File: src/rtl/flush_pkg.sv
// Shared definitions for the frame flusher slice.
// Contents:
//    SCREEN_W / SCREEN_H  raster dimensions (columns / rows)
//    COORD_W / COLOUR_W   coordinate and colour bus widths
//    BG_COLOUR            colour written where no graphic claims a pixel
//    state_t              frame FSM encoding (IDLE / SCAN / DONE)
package flush_pkg;
   localparam int SCREEN_W = 160;
   localparam int SCREEN_H = 120;
   localparam int COORD_W  = 8;
   localparam int COLOUR_W = 6;
   localparam logic [COLOUR_W-1:0] BG_COLOUR = 6'b000000;

   typedef logic [COORD_W-1:0]  coord_t;
   typedef logic [COLOUR_W-1:0] colour_t;

   typedef enum logic [1:0] {
      IDLE = 2'd0,
      SCAN = 2'd1,
      DONE = 2'd2
   } state_t;
endpackage

File: src/rtl/frame_flusher_if.sv
// Bus bundle between the frame flusher, the sprite graphic layer and the
// VGA adapter write port.
// Signals:
//    start, ready            frame request / downstream accept
//    pix_colour, pix_enable  graphic layer answer for (flush_x, flush_y)
//    flush_x, flush_y        scan coordinate presented to the graphic layer
//    vga_x, vga_y, vga_colour, vga_plot  registered VGA write port
//    busy, done              frame status
// Modports: master = the flusher, slave = the surrounding system.
interface frame_flusher_if;
   import flush_pkg::*;

   logic    start;
   logic    ready;
   colour_t pix_colour;
   logic    pix_enable;
   coord_t  flush_x;
   coord_t  flush_y;
   coord_t  vga_x;
   coord_t  vga_y;
   colour_t vga_colour;
   logic    vga_plot;
   logic    busy;
   logic    done;

   modport master (
      input  start, ready, pix_colour, pix_enable,
      output flush_x, flush_y, vga_x, vga_y, vga_colour, vga_plot, busy, done
   );

   modport slave (
      output start, ready, pix_colour, pix_enable,
      input  flush_x, flush_y, vga_x, vga_y, vga_colour, vga_plot, busy, done
   );
endinterface

File: src/rtl/raster_counter.sv
// Raster-order (x fastest) coordinate counter.
// Ports:
//    clk, resetn   clock, asynchronous active-low reset
//    clear         force (0,0)
//    advance       step to the next raster position
//    x, y          current position (straight from the registers)
//    last          current position is the final pixel (W-1, H-1)
module raster_counter
   import flush_pkg::*;
#(
   parameter int W  = SCREEN_W,
   parameter int H  = SCREEN_H,
   parameter int CW = COORD_W
) (
   input  logic          clk,
   input  logic          resetn,
   input  logic          clear,
   input  logic          advance,
   output logic [CW-1:0] x,
   output logic [CW-1:0] y,
   output logic          last
);
   localparam logic [CW-1:0] X_LAST = CW'(W - 1);
   localparam logic [CW-1:0] Y_LAST = CW'(H - 1);

   logic [CW-1:0] x_q, x_d;
   logic [CW-1:0] y_q, y_d;

   // Wrapping is done by comparing against the last index so non power-of-2
   // dimensions work without relying on counter overflow.
   always_comb begin
      x_d = x_q;
      y_d = y_q;
      if (clear) begin
         x_d = '0;
         y_d = '0;
      end else if (advance) begin
         if (x_q == X_LAST) begin
            x_d = '0;
            if (y_q == Y_LAST) y_d = '0;
            else               y_d = y_q + CW'(1);
         end else begin
            x_d = x_q + CW'(1);
         end
      end
   end

   always_ff @(posedge clk or negedge resetn) begin
      if (!resetn) begin
         x_q <= '0;
         y_q <= '0;
      end else begin
         x_q <= x_d;
         y_q <= y_d;
      end
   end

   assign x    = x_q;
   assign y    = y_q;
   assign last = (x_q == X_LAST) && (y_q == Y_LAST);
endmodule

File: src/rtl/frame_flusher.sv
// Frame flusher: sweeps the flush coordinate over the whole screen once per
// start request, samples the graphic layer's colour/enable for that
// coordinate and writes the pixel (or the background colour) to the VGA
// adapter one cycle later. ready=0 stalls the sweep without losing pixels.
// Ports:
//    clk     system clock (rising edge)
//    resetn  asynchronous active-low reset; aborts any frame in progress
//    bus     frame_flusher_if.master (see interface file for signal list)
module frame_flusher
   import flush_pkg::*;
#(
   parameter int      SCREEN_W_P  = SCREEN_W,
   parameter int      SCREEN_H_P  = SCREEN_H,
   parameter colour_t BG_COLOUR_P = BG_COLOUR
) (
   input  logic            clk,
   input  logic            resetn,
   frame_flusher_if.master bus
);
   state_t  state_q, state_d;
   coord_t  vga_x_q, vga_x_d;
   coord_t  vga_y_q, vga_y_d;
   colour_t vga_colour_q, vga_colour_d;
   logic    vga_plot_q, vga_plot_d;

   logic    cnt_clear;
   logic    cnt_advance;
   logic    cnt_last;
   coord_t  cnt_x;
   coord_t  cnt_y;

   raster_counter #(
      .W  (SCREEN_W_P),
      .H  (SCREEN_H_P),
      .CW (COORD_W)
   ) u_raster_counter (
      .clk     (clk),
      .resetn  (resetn),
      .clear   (cnt_clear),
      .advance (cnt_advance),
      .x       (cnt_x),
      .y       (cnt_y),
      .last    (cnt_last)
   );

   always_comb begin
      state_d      = state_q;
      cnt_clear    = 1'b0;
      cnt_advance  = 1'b0;
      vga_x_d      = vga_x_q;
      vga_y_d      = vga_y_q;
      vga_colour_d = vga_colour_q;
      vga_plot_d   = 1'b0;
      case (state_q)
         IDLE: begin
            cnt_clear = 1'b1;
            if (bus.start) state_d = SCAN;
         end
         SCAN: begin
            // Graphic answer is combinational on flush_x/flush_y, so it is
            // captured in the same cycle the coordinate is presented.
            if (bus.ready) begin
               vga_x_d      = cnt_x;
               vga_y_d      = cnt_y;
               vga_colour_d = bus.pix_enable ? bus.pix_colour : BG_COLOUR_P;
               vga_plot_d   = 1'b1;
               cnt_advance  = 1'b1;
               // Counter wraps itself back to (0,0) on this capture.
               if (cnt_last) state_d = DONE;
            end
         end
         DONE: begin
            cnt_clear = 1'b1;
            state_d   = IDLE;
         end
         default: state_d = IDLE;
      endcase
   end

   always_ff @(posedge clk or negedge resetn) begin
      if (!resetn) begin
         state_q      <= IDLE;
         vga_x_q      <= '0;
         vga_y_q      <= '0;
         vga_colour_q <= '0;
         vga_plot_q   <= 1'b0;
      end else begin
         state_q      <= state_d;
         vga_x_q      <= vga_x_d;
         vga_y_q      <= vga_y_d;
         vga_colour_q <= vga_colour_d;
         vga_plot_q   <= vga_plot_d;
      end
   end

   assign bus.flush_x    = cnt_x;
   assign bus.flush_y    = cnt_y;
   assign bus.vga_x      = vga_x_q;
   assign bus.vga_y      = vga_y_q;
   assign bus.vga_colour = vga_colour_q;
   assign bus.vga_plot   = vga_plot_q;
   assign bus.busy       = (state_q == SCAN);
   assign bus.done       = (state_q == DONE);
endmodule

File: src/flat_wrapper.sv
// flat-port wrapper written by rule: the top's interface ports become plain ports
module frame_flusher_flat import flush_pkg::*;
#(
   parameter int      SCREEN_W_P  = SCREEN_W,
   parameter int      SCREEN_H_P  = SCREEN_H,
   parameter colour_t BG_COLOUR_P = BG_COLOUR
)
  (clk, resetn, bus_start, bus_ready, bus_pix_colour, bus_pix_enable, bus_flush_x, bus_flush_y, bus_vga_x, bus_vga_y, bus_vga_colour, bus_vga_plot, bus_busy, bus_done);
  frame_flusher_if bus_i ();
  input  logic clk;
  input  logic resetn;
  input wire logic [$bits(bus_i.start)-1:0] bus_start;
  input wire logic [$bits(bus_i.ready)-1:0] bus_ready;
  input wire logic [$bits(bus_i.pix_colour)-1:0] bus_pix_colour;
  input wire logic [$bits(bus_i.pix_enable)-1:0] bus_pix_enable;
  output wire logic [$bits(bus_i.flush_x)-1:0] bus_flush_x;
  output wire logic [$bits(bus_i.flush_y)-1:0] bus_flush_y;
  output wire logic [$bits(bus_i.vga_x)-1:0] bus_vga_x;
  output wire logic [$bits(bus_i.vga_y)-1:0] bus_vga_y;
  output wire logic [$bits(bus_i.vga_colour)-1:0] bus_vga_colour;
  output wire logic [$bits(bus_i.vga_plot)-1:0] bus_vga_plot;
  output wire logic [$bits(bus_i.busy)-1:0] bus_busy;
  output wire logic [$bits(bus_i.done)-1:0] bus_done;
  assign bus_i.start = bus_start;
  assign bus_i.ready = bus_ready;
  assign bus_i.pix_colour = bus_pix_colour;
  assign bus_i.pix_enable = bus_pix_enable;
  assign bus_flush_x = bus_i.flush_x;
  assign bus_flush_y = bus_i.flush_y;
  assign bus_vga_x = bus_i.vga_x;
  assign bus_vga_y = bus_i.vga_y;
  assign bus_vga_colour = bus_i.vga_colour;
  assign bus_vga_plot = bus_i.vga_plot;
  assign bus_busy = bus_i.busy;
  assign bus_done = bus_i.done;
  frame_flusher #(.SCREEN_W_P(SCREEN_W_P), .SCREEN_H_P(SCREEN_H_P), .BG_COLOUR_P(BG_COLOUR_P)) u_core (.clk(clk), .resetn(resetn), .bus(bus_i));
endmodule
File: config.mk
export PLATFORM = sky130hd
export DESIGN_NAME = frame_flusher_flat
export DESIGN_NICKNAME = d
export VERILOG_FILES = /design/src/rtl/flush_pkg.sv /design/src/rtl/frame_flusher_if.sv /design/src/rtl/raster_counter.sv /design/src/rtl/frame_flusher.sv /design/src/flat_wrapper.sv
export SDC_FILE = /design/constraint.sdc
export NUM_CORES = 1
export LEC_CHECK = 0
export ABC_CLOCK_PERIOD_IN_PS = 1800
export BUFFER_PORTS_ARGS = -buffer_cell sky130_fd_sc_hd__buf_2
export CELL_PAD_IN_SITES_DETAIL_PLACEMENT = 0
export CELL_PAD_IN_SITES_GLOBAL_PLACEMENT = 1
export CORE_UTILIZATION = 36
export CTS_BUF_LIST = sky130_fd_sc_hd__clkbuf_4 sky130_fd_sc_hd__clkbuf_8
export DETAILED_ROUTE_END_ITERATION = 12
export GPL_TIMING_DRIVEN = 0
export PLACE_DENSITY_LB_ADDON = 0.1
export SKIP_LAST_GASP = 1
export SYNTH_ARGS = -nofsm -noshare
export SYNTH_HDL_FRONTEND = slang
export SYNTH_SLANG_ARGS = --single-unit
export TNS_END_PERCENT = 5
File: constraint.sdc
create_clock -name clk -period 1.8 [get_ports clk]
set_clock_uncertainty 0.05 [all_clocks]
set_input_delay 0.18 -clock clk [delete_from_list [all_inputs] [get_ports clk]]
set_output_delay 0.18 -clock clk [all_outputs]
set_load 0.02 [all_outputs]
Word level (Yosys, flattened, before mapping) --
Cells that the tools add are included.
Word-level totals: register bits after elaboration 41, output and inout port bits 41, bits of input ports 11, word-level logic and storage cells 39
Operators by class: mux-type cells 15, add/subtract/negate cells 2, reduce and logical (&&, ||, !) cells 8, eq/ne operators 7
Operator list (count):
- $mux W8 | 7
- $add A8 B1 Y8 const B | 2
- $eq A8 B7 Y1 const B | 1
- $eq A8 B8 Y1 const B | 1
- $mux W2 | 3
- $mux W6 | 1
- $ne A2 B2 Y1 const B | 2
- $pmux W2 S2 | 1
- $reduce_and A2 Y1 | 2
- $reduce_bool A2 Y1 | 2
- $mux W1 | 3
- $reduce_and A3 Y1 | 1
- $eq A2 B1 Y1 const B | 1
- $eq A2 B2 Y1 const B | 1
- $logic_not A2 Y1 | 1
- $ne A2 B1 Y1 const B | 1
- $reduce_or A2 Y1 | 1
- $logic_and A1 B1 Y1 | 1

Longest topological paths before layout --
Gate-level depths: netlist of the first run.
word-level depth 5, mapped depth 7, mapped depth without buffers 5

Cells and area by module --
From an unflattened synthesis of the first run, not the netlist that was laid out.
Unflattened totals: cells, all modules 157, area total of the unflattened synthesis 1931.9 um^2
Modules (own cells, without submodules):
- frame_flusher | sequential area each 625.6 um^2, cells each 69, area each 1042.2 um^2, times used 1
- raster_counter | sequential area each 400.4 um^2, cells each 88, area each 889.6 um^2, times used 1

Worst setup path before layout of the first run --
No wires, ideal clock.
path type register to register, from register u_core.u_raster_counter.y_q[0] (netlist: u_core.u_raster_counter.y[0]), to register u_core.state_q[0], clock period less this slack 1.907 ns, required time 1.625 ns, setup slack -0.107 ns, stages on the path, launching flop included 7, arrival time 1.732 ns, path through dfrtp_1 ha_1 nand2_1 or4_1 clkbuf_1 o32ai_1 nor2_1
Between the ends: longest elaborated chain between the ends 4
RTL lines:
- start, declared | line raster_counter.sv:27 | logic [CW-1:0] y_q, y_d;
- start signal, assigned | line raster_counter.sv:54 | y_q <= y_d;
- $eq A8 B7 Y1 | line raster_counter.sv:60 | assign last = (x_q == X_LAST) && (y_q == Y_LAST);
- $logic_and A1 B1 Y1 | line raster_counter.sv:60
- $ne A2 B1 Y1 (no source line)
- $reduce_and A3 Y1 (no source line)
- end signal, assigned | line frame_flusher.sv:88 | state_q <= state_d;
- end, declared | line frame_flusher.sv:20 | state_t state_q, state_d;
Every way passes these cells. A chain may end at the register's enable or synchronous reset.

Final worst setup path of the first run --
from register u_core.u_raster_counter.x_q[0] (netlist: u_core.u_raster_counter.x[0]), to register u_core.u_raster_counter.y_q[7] (netlist: u_core.u_raster_counter.y[7])
Between the ends: longest elaborated chain between the ends 3
RTL lines:
- start, declared | line raster_counter.sv:26 | logic [CW-1:0] x_q, x_d;
- start signal, assigned | line raster_counter.sv:50 | x_q <= '0;
- start signal, assigned | line raster_counter.sv:53 | x_q <= x_d;
- $eq A8 B8 Y1 | line raster_counter.sv:38 | if (x_q == X_LAST) begin
- $reduce_bool A2 Y1 (no source line)
- $reduce_and A2 Y1 (no source line)
Every way passes these cells.

==> Flow_metrics.wiki, run 1 <==
{| class="wikitable"
! Metric !! Value
|-
| Result of the run || finished, violations left
|-
| Violations in the final reports || hold timing
|-
| Number of buffers and inverters on the critical path || 0
|-
| Number of max-slew violations in the final report || 0
|-
| Cell-by-cell trace of the critical path || ha_4, and4_4, nand4_4, or4_1, a21oi_1
|-
| Simple-gate share of the synthesized area || 27.6%
|-
| # hold bufs at CTS || 0
|-
| Count of flip-flops with a built-in enable after synthesis || 0
|-
| Starting Density || 38.3%
|-
| Site Rows || 25
|-
| Cell variety after synth || 35
|-
| Die height || 73.6 microns
|-
| Number of global-route vias before repair || 1321
|-
| Final GP Congestion || 0.719
|-
| Clock tree root driver cell || sky130_fd_sc_hd__clkbuf_8
|-
| Die area || 5410 sq um
|-
| CTS tree || built
|-
| Power density of the placed cells || 1150 nW/um^2
|-
| Total power || 0.00272 W
|-
| Mean instance size in the synthesized netlist || 9.26 sq um
|-
| Post-Synth Adder-Cell Area || 1.36%
|-
| DRC violation total after the first TritonRoute iteration || 50
|-
| Synth Flop Type || sky130_fd_sc_hd__dfrtp_1
|-
| CP peak stage delay || 0.52 ns
|-
| Gate power share || 22.6%
|-
| Worst skew pair latency || 0.30 ns
|-
| Dominant cells by area after synthesis || sky130_fd_sc_hd__dfrtp_1 (56%), sky130_fd_sc_hd__nand2_1 (14%), sky130_fd_sc_hd__a21oi_1 (3.0%), sky130_fd_sc_hd__o21ai_0 (2.7%), sky130_fd_sc_hd__nor2_1 (2.4%)
|-
| Number of standard cells after synthesis || 199
|-
| Clk pin slew, worst setup/hold paths || 0.08 ns
|-
| Multiplexer area fraction after synthesis || 1.15%
|-
| Worst Path Class, Setup || register to register
|-
| Arrival time of data at the critical path endpoint || 1.93 ns
|-
| Sequential group share of total power || 45.1%
|-
| First drt pass iteration count || 4
|-
| Crit path time final || 1.75 ns
|-
| Longest Clk Path Bufs || 2
|-
| Number of H-tree levels || 2
|-
| YS warnings || 0
|-
| CP max-delay cell || sky130_fd_sc_hd__or4_1
|-
| Core area || 4820 sq um
|-
| Wirelength per Cell || 13.0 microns
|-
| Net switching power || 0.000880 W
|-
| Number of I/O pins || 52
|-
| # Max-Cap Violations || 0
|-
| Pin count of the biggest net entering global routing || 42
|-
| Slew of the pin with the lowest slew margin || 0.918 ns
|-
| Headroom to the max-slew limit || 38.8%
|-
| Compound-Gate Fraction of Synth Area || 7.94%
|-
| Number of hold-slack violations in the final timing report || 41
|-
| Finished layout cell area || 2360 sq um
|-
| Final cell count without fillers || 325
|-
| Synth async-reset ratio || 100%
|-
| Number of buffers inserted during clock tree synthesis || 5
|-
| Total gr overflow || 0
|-
| Proportion of power drawn by the clock network || 32.3%
|-
| Largest family of logic cells by synthesized area || simple AND/OR/NAND/NOR gates
|-
| Cell area after synthesis || 1840 sq um
|-
| Antenna violations before repair || 0
|-
| Worst EP required || 1.98 ns
|-
| Overall via count from detail_route || 1543
|-
| Critical Path Sink Type || register
|-
| Wire length of the first global-routing pass || 6.70 mm
|-
| Sequential fraction of the synthesis area || 55.7%
|-
| Cell with the most instances after synthesis || sky130_fd_sc_hd__nand2_1
|-
| Net Count, Synth || 212
|-
| Count of endpoints failing setup in the final report || 0
|-
| Number of diodes added for antenna fixing || 0
|-
| Yosys reg bits || 41
|-
| RSZ-0062 raised after global routing || true
|-
| Post-synth top area share || 55.7%
|-
| Total DRC errors in the routed layout || 0
|-
| Detailed-route wire length || 4.23 mm
|-
| Switching fraction of total power || 32.3%
|-
| Worst Hold Class || primary input to async pin
|-
| Slack of the critical path || 0.0530 ns
|-
| Internal cell power || 0.00184 W
|-
| Maximum achievable frequency || 572 MHz
|-
| Crit start category || register
|-
| Synth Area in XOR/XNOR || 2.38%
|-
| Flop2flop setup slack || 0.05 ns
|-
| IR drop worst, VDD || 680 uV
|-
| Critical path peak fanout || 5
|-
| Setup Slack @ Placement || -0.0984 ns
|-
| Final clock period utilization by the worst path || 97.1%
|-
| Number of nets at the end of the flow || 270
|-
| # placed instances || 317
|-
| Static leakage power || 1.20 nW
|-
| Width of the chip || 73.6 microns
|-
| Final Hold Slack || -0.0335 ns
|-
| Area delta synth->final || 28.2%
|-
| Critical path's top delay family || simple AND/OR/NAND/NOR gates
|-
| Placement Cell Area || 2190 sq um
|-
| Buffers added on ports || 51
|-
| Layout cells sized above 1 || 31.4%
|-
| Sinks on Clock Net || 41
|-
| Most instantiated cells after synthesis || sky130_fd_sc_hd__nand2_1 (71), sky130_fd_sc_hd__dfrtp_1 (41), sky130_fd_sc_hd__nor2_1 (12)
|-
| GRT Total Usage || 16.7%
|-
| Final ANT Viol Nets || 0
|-
| Post-synthesis cell type with the largest combined area || sky130_fd_sc_hd__dfrtp_1
|-
| Post-detail-place hpwl || 2.94 mm
|-
| Detailed-route vias per instance || 4.75
|}
[state kept, by name, summed over array words and instances, names as in the netlist]
register,count
u_core.state_q,2
u_core.bus.vga_y,8
u_core.u_raster_counter.x,8
u_core.u_raster_counter.y,8
u_core.bus.vga_x,8
u_core.bus.vga_plot,1
u_core.bus.vga_colour,6
[layout make-up]
type                    count  area [sq um]
plain buffers               7          52.6
clock buffers               5          68.8
clock inverters             3          65.1
fillers                   505          2450
inverters                   4          15.0
multi-input cells         145           777
flip-flops and latches     41          1030
well taps                  67          83.8
repair buffers             53           270
[repair_timing]
| action | in CTS | in global routing |
|---|---|---|
| resized for setup | 1 | 8 |
| buffers inserted | 0 | 2 |
| setup endpoints to repair | 7 | 14 |
[worst reg2reg max path, stage by stage (launching register included)]
cell and delay, ns:
sky130_fd_sc_hd__dfrtp_2 0.42, sky130_fd_sc_hd__ha_4 0.15, sky130_fd_sc_hd__and4_4 0.27, sky130_fd_sc_hd__nand4_4 0.13
sky130_fd_sc_hd__or4_1 0.52, sky130_fd_sc_hd__a21oi_1 0.14
[path summary, 6_finish.rpt]
kind | from | end | depth (start not counted)
max reg2reg | u_core.u_raster_counter.x[0]$_DFFE_PN0P_ | u_core.u_raster_counter.y[7]$_DFFE_PN0P_ | 5
min reg2reg | u_core.bus.vga_y[5]$_DFFE_PN0P_ | u_core.bus.vga_y[5]$_DFFE_PN0P_ | 2
max | u_core.u_raster_counter.x[0]$_DFFE_PN0P_ | u_core.u_raster_counter.y[7]$_DFFE_PN0P_ | 5
max in group asynchronous | resetn | u_core.u_raster_counter.x[1]$_DFFE_PN0P_ | 1
min in group clk | bus_pix_colour[1] | u_core.bus.vga_colour[1]$_DFFE_PN0P_ | 3
min | resetn | u_core.bus.vga_colour[3]$_DFFE_PN0P_ | 1
[routing by layer]
layer / vias up / GRT usage [%] / wire, microns / share of wire (%)
li1: 778 / - / - / -
met5: - / 0 / 0 / 0
met4: 0 / 7.05 / 65 / 1.5
met1: 718 / 24.4 / 2160 / 51
met3: 6 / 4.39 / 186 / 4.4
met2: 41 / 23.2 / 1820 / 43
[metrics by stage]
step           util, %  hold WS (ns)  TNS [ns]
6_report          49.1       -0.0335         0
5_1_grt           49.1        0.0461   -0.0899
4_1_cts           48.2       0.00276    -0.235
3_5_place_dp      45.4         0.325    -0.121
3_3_place_gp      45.4         0.318    -0.167
2_1_floorplan        -        -0.166   -0.0172
[cell usage in the layout, fill, tap and decap left out, types with 2 or more instances in the layout]
| cell | instances |
|---|---|
| sky130_fd_sc_hd__o32ai_1 | 2 |
| sky130_fd_sc_hd__inv_1 | 4 |
| sky130_fd_sc_hd__buf_2 | 52 |
| sky130_fd_sc_hd__a21oi_1 | 11 |
| sky130_fd_sc_hd__or4_1 | 2 |
| sky130_fd_sc_hd__nand3_1 | 7 |
| sky130_fd_sc_hd__nor2_1 | 12 |
| sky130_fd_sc_hd__dfrtp_2 | 4 |
| sky130_fd_sc_hd__clkbuf_4 | 2 |
| sky130_fd_sc_hd__clkbuf_8 | 6 |
| sky130_fd_sc_hd__buf_4 | 2 |
| sky130_fd_sc_hd__dfrtp_1 | 37 |
| sky130_fd_sc_hd__nand2_1 | 71 |
| sky130_fd_sc_hd__xnor2_1 | 2 |
| sky130_fd_sc_hd__o21ai_0 | 10 |
| sky130_fd_sc_hd__nor2b_1 | 2 |
| sky130_fd_sc_hd__nand4_1 | 3 |
| sky130_fd_sc_hd__bufinv_16 | 2 |
| sky130_fd_sc_hd__xor2_1 | 3 |
[power by group through the flow]
| stage | combinational, W | sequential (W) | clock (W) |
|---|---|---|---|
| after floorplan | 0.000204 | 0.00139 | 0 |
| after global placement | 0.000598 | 0.00124 | 0 |
| after detailed placement | 0.000603 | 0.00125 | 0 |
| after CTS | 0.000605 | 0.00123 | 0.000910 |
| after global routing | 0.000680 | 0.00125 | 0.000939 |
| final | 0.000616 | 0.00123 | 0.000879 |
[cells by family after synthesis]
logic type      after synthesis
simple gates                110
xor+xnor                      5
compound gates               26
fa+ha+maj                     2
mux                           2
flops                        41
buf+inv                      13
Power figures use the tool's default switching activity.
==> run 2: changes to the inputs <==
--- a/config.mk
+++ b/config.mk
@@ -18,4 +18,3 @@
 export SYNTH_ARGS = -nofsm -noshare
 export SYNTH_HDL_FRONTEND = slang
 export SYNTH_SLANG_ARGS = --single-unit
-export TNS_END_PERCENT = 5
==> constraint.sdc (replaced) <==
create_clock -name clk -period 1.8 [get_ports clk]
set_clock_uncertainty 0.05 [all_clocks]
set_input_delay 0.18 -clock clk [delete_from_list [all_inputs] [get_ports clk]]
set_output_delay 0.18 -clock clk [all_outputs]
set_load 0.1 [all_outputs]
==> Flow_metrics.wiki, run 2 (synthesized netlist as in run 1, its figures left out) <==
{| class="wikitable"
! Metric !! Value
|-
| Final ANT Viol Nets || 0
|-
| Longest Clk Path Bufs || 2
|-
| Storage element area || 1070 sq um
|-
| Site Rows || 25
|-
| Number of max-slew violations in the final report || 0
|-
| Arrival time of data at the critical path endpoint || 1.85 ns
|-
| Layout cells sized above 1 || 36.7%
|-
| Total power || 0.00336 W
|-
| Pin count of the biggest net entering global routing || 42
|-
| Wirelength per Cell || 13.3 microns
|-
| CTS tree || built
|-
| Sinks on Clock Net || 41
|-
| Detailed-route vias per instance || 4.73
|-
| Detailed-route wire length || 4.33 mm
|-
| Core area || 4820 sq um
|-
| Cell-by-cell trace of the critical path || nand3_1, or4_1, clkbuf_8, o32ai_1, nor2_1
|-
| Number of buffers inserted during clock tree synthesis || 5
|-
| Die area || 5410 sq um
|-
| Clock tree root driver cell || sky130_fd_sc_hd__clkbuf_8
|-
| Violations in the final reports || hold timing
|-
| Power density of the placed cells || 1410 nW/um^2
|-
| Width of the chip || 73.6 microns
|-
| Crit start category || register
|-
| Number of diodes added for antenna fixing || 0
|-
| Number of hold-slack violations in the final timing report || 41
|-
| # hold bufs at CTS || 0
|-
| Post-layout utilization of the core || 49.6%
|-
| Clk pin slew, worst setup/hold paths || 0.08 ns
|-
| Maximum achievable frequency || 582 MHz
|-
| Area delta synth->final || 29.7%
|-
| CP max-delay cell || sky130_fd_sc_hd__or4_1
|-
| Fill cell count || 503
|-
| # Max-Cap Violations || 0
|-
| Headroom to the max-slew limit || 38.1%
|-
| Worst skew pair latency || 0.29 ns
|-
| Static leakage power || 1.18 nW
|-
| Count of endpoints failing setup in the final report || 0
|-
| Top library cells by usage in the layout, fill and taps aside || sky130_fd_sc_hd__nand2_1 (71), sky130_fd_sc_hd__buf_2 (51), sky130_fd_sc_hd__dfrtp_1 (25)
|-
| Antenna violations before repair || 0
|-
| Number of H-tree levels || 2
|-
| Sum of negative setup slack || 0 ns
|-
| Crit path time final || 1.72 ns
|-
| Starting Density || 38.3%
|-
| Placement Cell Area || 2270 sq um
|-
| GRT Total Usage || 17.5%
|-
| Worst Path Class, Setup || register to register
|-
| Footprint of the multi-input gates || 786 sq um
|-
| Worst EP required || 1.93 ns
|-
| Number of nets at the end of the flow || 271
|-
| Critical Path Sink Type || register
|-
| CP peak stage delay || 0.49 ns
|-
| Finished layout cell area || 2390 sq um
|-
| Number of I/O pins || 52
|-
| Total DRC errors in the routed layout || 0
|-
| Result of the run || finished, violations left
|-
| Final Hold Slack || -0.0224 ns
|-
| Buffers added on ports || 51
|-
| Post-detail-place hpwl || 2.99 mm
|-
| First drt pass iteration count || 4
|-
| IR drop worst, VDD || 1300 uV
|-
| Overall via count from detail_route || 1542
|-
| Total gr overflow || 0
|-
| # placed instances || 317
|-
| Critical path peak fanout || 8
|-
| RSZ-0062 raised after global routing || false
|-
| Final GP Congestion || 0.739
|-
| Most common cell after layout, fill and taps aside || sky130_fd_sc_hd__nand2_1
|-
| DRC violation total after the first TritonRoute iteration || 112
|-
| Final clock period utilization by the worst path || 95.5%
|-
| Die height || 73.6 microns
|-
| Final cell count without fillers || 326
|-
| Worst Hold Class || primary input to async pin
|-
| Number of global-route vias before repair || 1395
|-
| Wire length of the first global-routing pass || 7.05 mm
|-
| Slew of the pin with the lowest slew margin || 0.928 ns
|}
-- run 2: cell types whose count changed in the layout (fill, tap and decap cells not counted), moves of 2 or more --
cell / delta
sky130_fd_sc_hd__bufinv_16: -2
sky130_fd_sc_hd__dfrtp_1: -12
sky130_fd_sc_hd__o21ai_1: +2
sky130_fd_sc_hd__dfrtp_4: +8
sky130_fd_sc_hd__o21ai_0: -2
sky130_fd_sc_hd__dfrtp_2: +4
-- run 2: where the power goes --
group	internal [W]	leakage (nW)	switching (W)	total, W
clock network	0.000284	0.0484	0.000315	0.000600
logic	0.000224	0.633	0.00129	0.00151
registers	0.00109	0.503	0.000163	0.00125
total	0.00160	1.18	0.00177	0.00336
-- run 2: worst max-delay path: cells and delay by family, from the launching register on --
kind / cells / cell delay [ns]
DFF: 1 / 0.45
and+or+nand+nor: 3 / 0.67
AOI/OAI and AO/OA: 1 / 0.26
buffers and inverters: 1 / 0.18
-- run 2: final cells by class --
class                           count  area share, %
Sequential cell                    41           44.6
Buffer                              8           2.83
Tap cell                           67           3.51
Clock inverter                      2          0.419
Inverter                            4          0.628
Multi-Input combinational cell    145           32.9
Clock buffer                        6           3.19
Timing Repair Buffer               53           11.9
-- run 2: routing by layer --
layer / vias up / global-route usage [%] / share of wire (%)
met2: 38 / 26.0 / 43
met5: - / 0 / 0
met3: 2 / 4.53 / 4.3
met4: 0 / 5.77 / 0.58
li1: 779 / - / -
met1: 723 / 24.8 / 52
-- run 2: repair_timing --
item / 4_1_cts / 5_1_grt
resized for setup: 4 / 5
buffers inserted: 0 / 2
setup endpoints to repair: 1 / 12
-- run 2: worst paths after layout --
check	start	depth (start not counted)	slack, ns	end
worst max register to register	u_core.u_raster_counter.y[5]$_DFFE_PN0P_	5	0.08	u_core.state_q[0]$_DFFE_PN0P_
min in group clk	bus_pix_colour[0]	3	0.09	u_core.bus.vga_colour[0]$_DFFE_PN0P_
worst min register to register	u_core.bus.vga_x[7]$_DFFE_PN0P_	2	0.42	u_core.bus.vga_x[7]$_DFFE_PN0P_
max in group asynchronous	resetn	1	1.04	u_core.u_raster_counter.y[5]$_DFFE_PN0P_
worst max-delay path	u_core.u_raster_counter.y[5]$_DFFE_PN0P_	5	0.08	u_core.state_q[0]$_DFFE_PN0P_
worst min-delay path	resetn	1	-0.02	u_core.bus.vga_y[4]$_DFFE_PN0P_
-- run 2: metrics by stage --
step           hold WS, ns  setup WS (ns)
3_3_place_gp         0.324       -0.00851
3_5_place_dp         0.325         0.0157
4_1_cts            0.00570         0.0199
5_1_grt             0.0494         0.0100
6_report           -0.0224         0.0816
2_1_floorplan       -0.166         -0.106
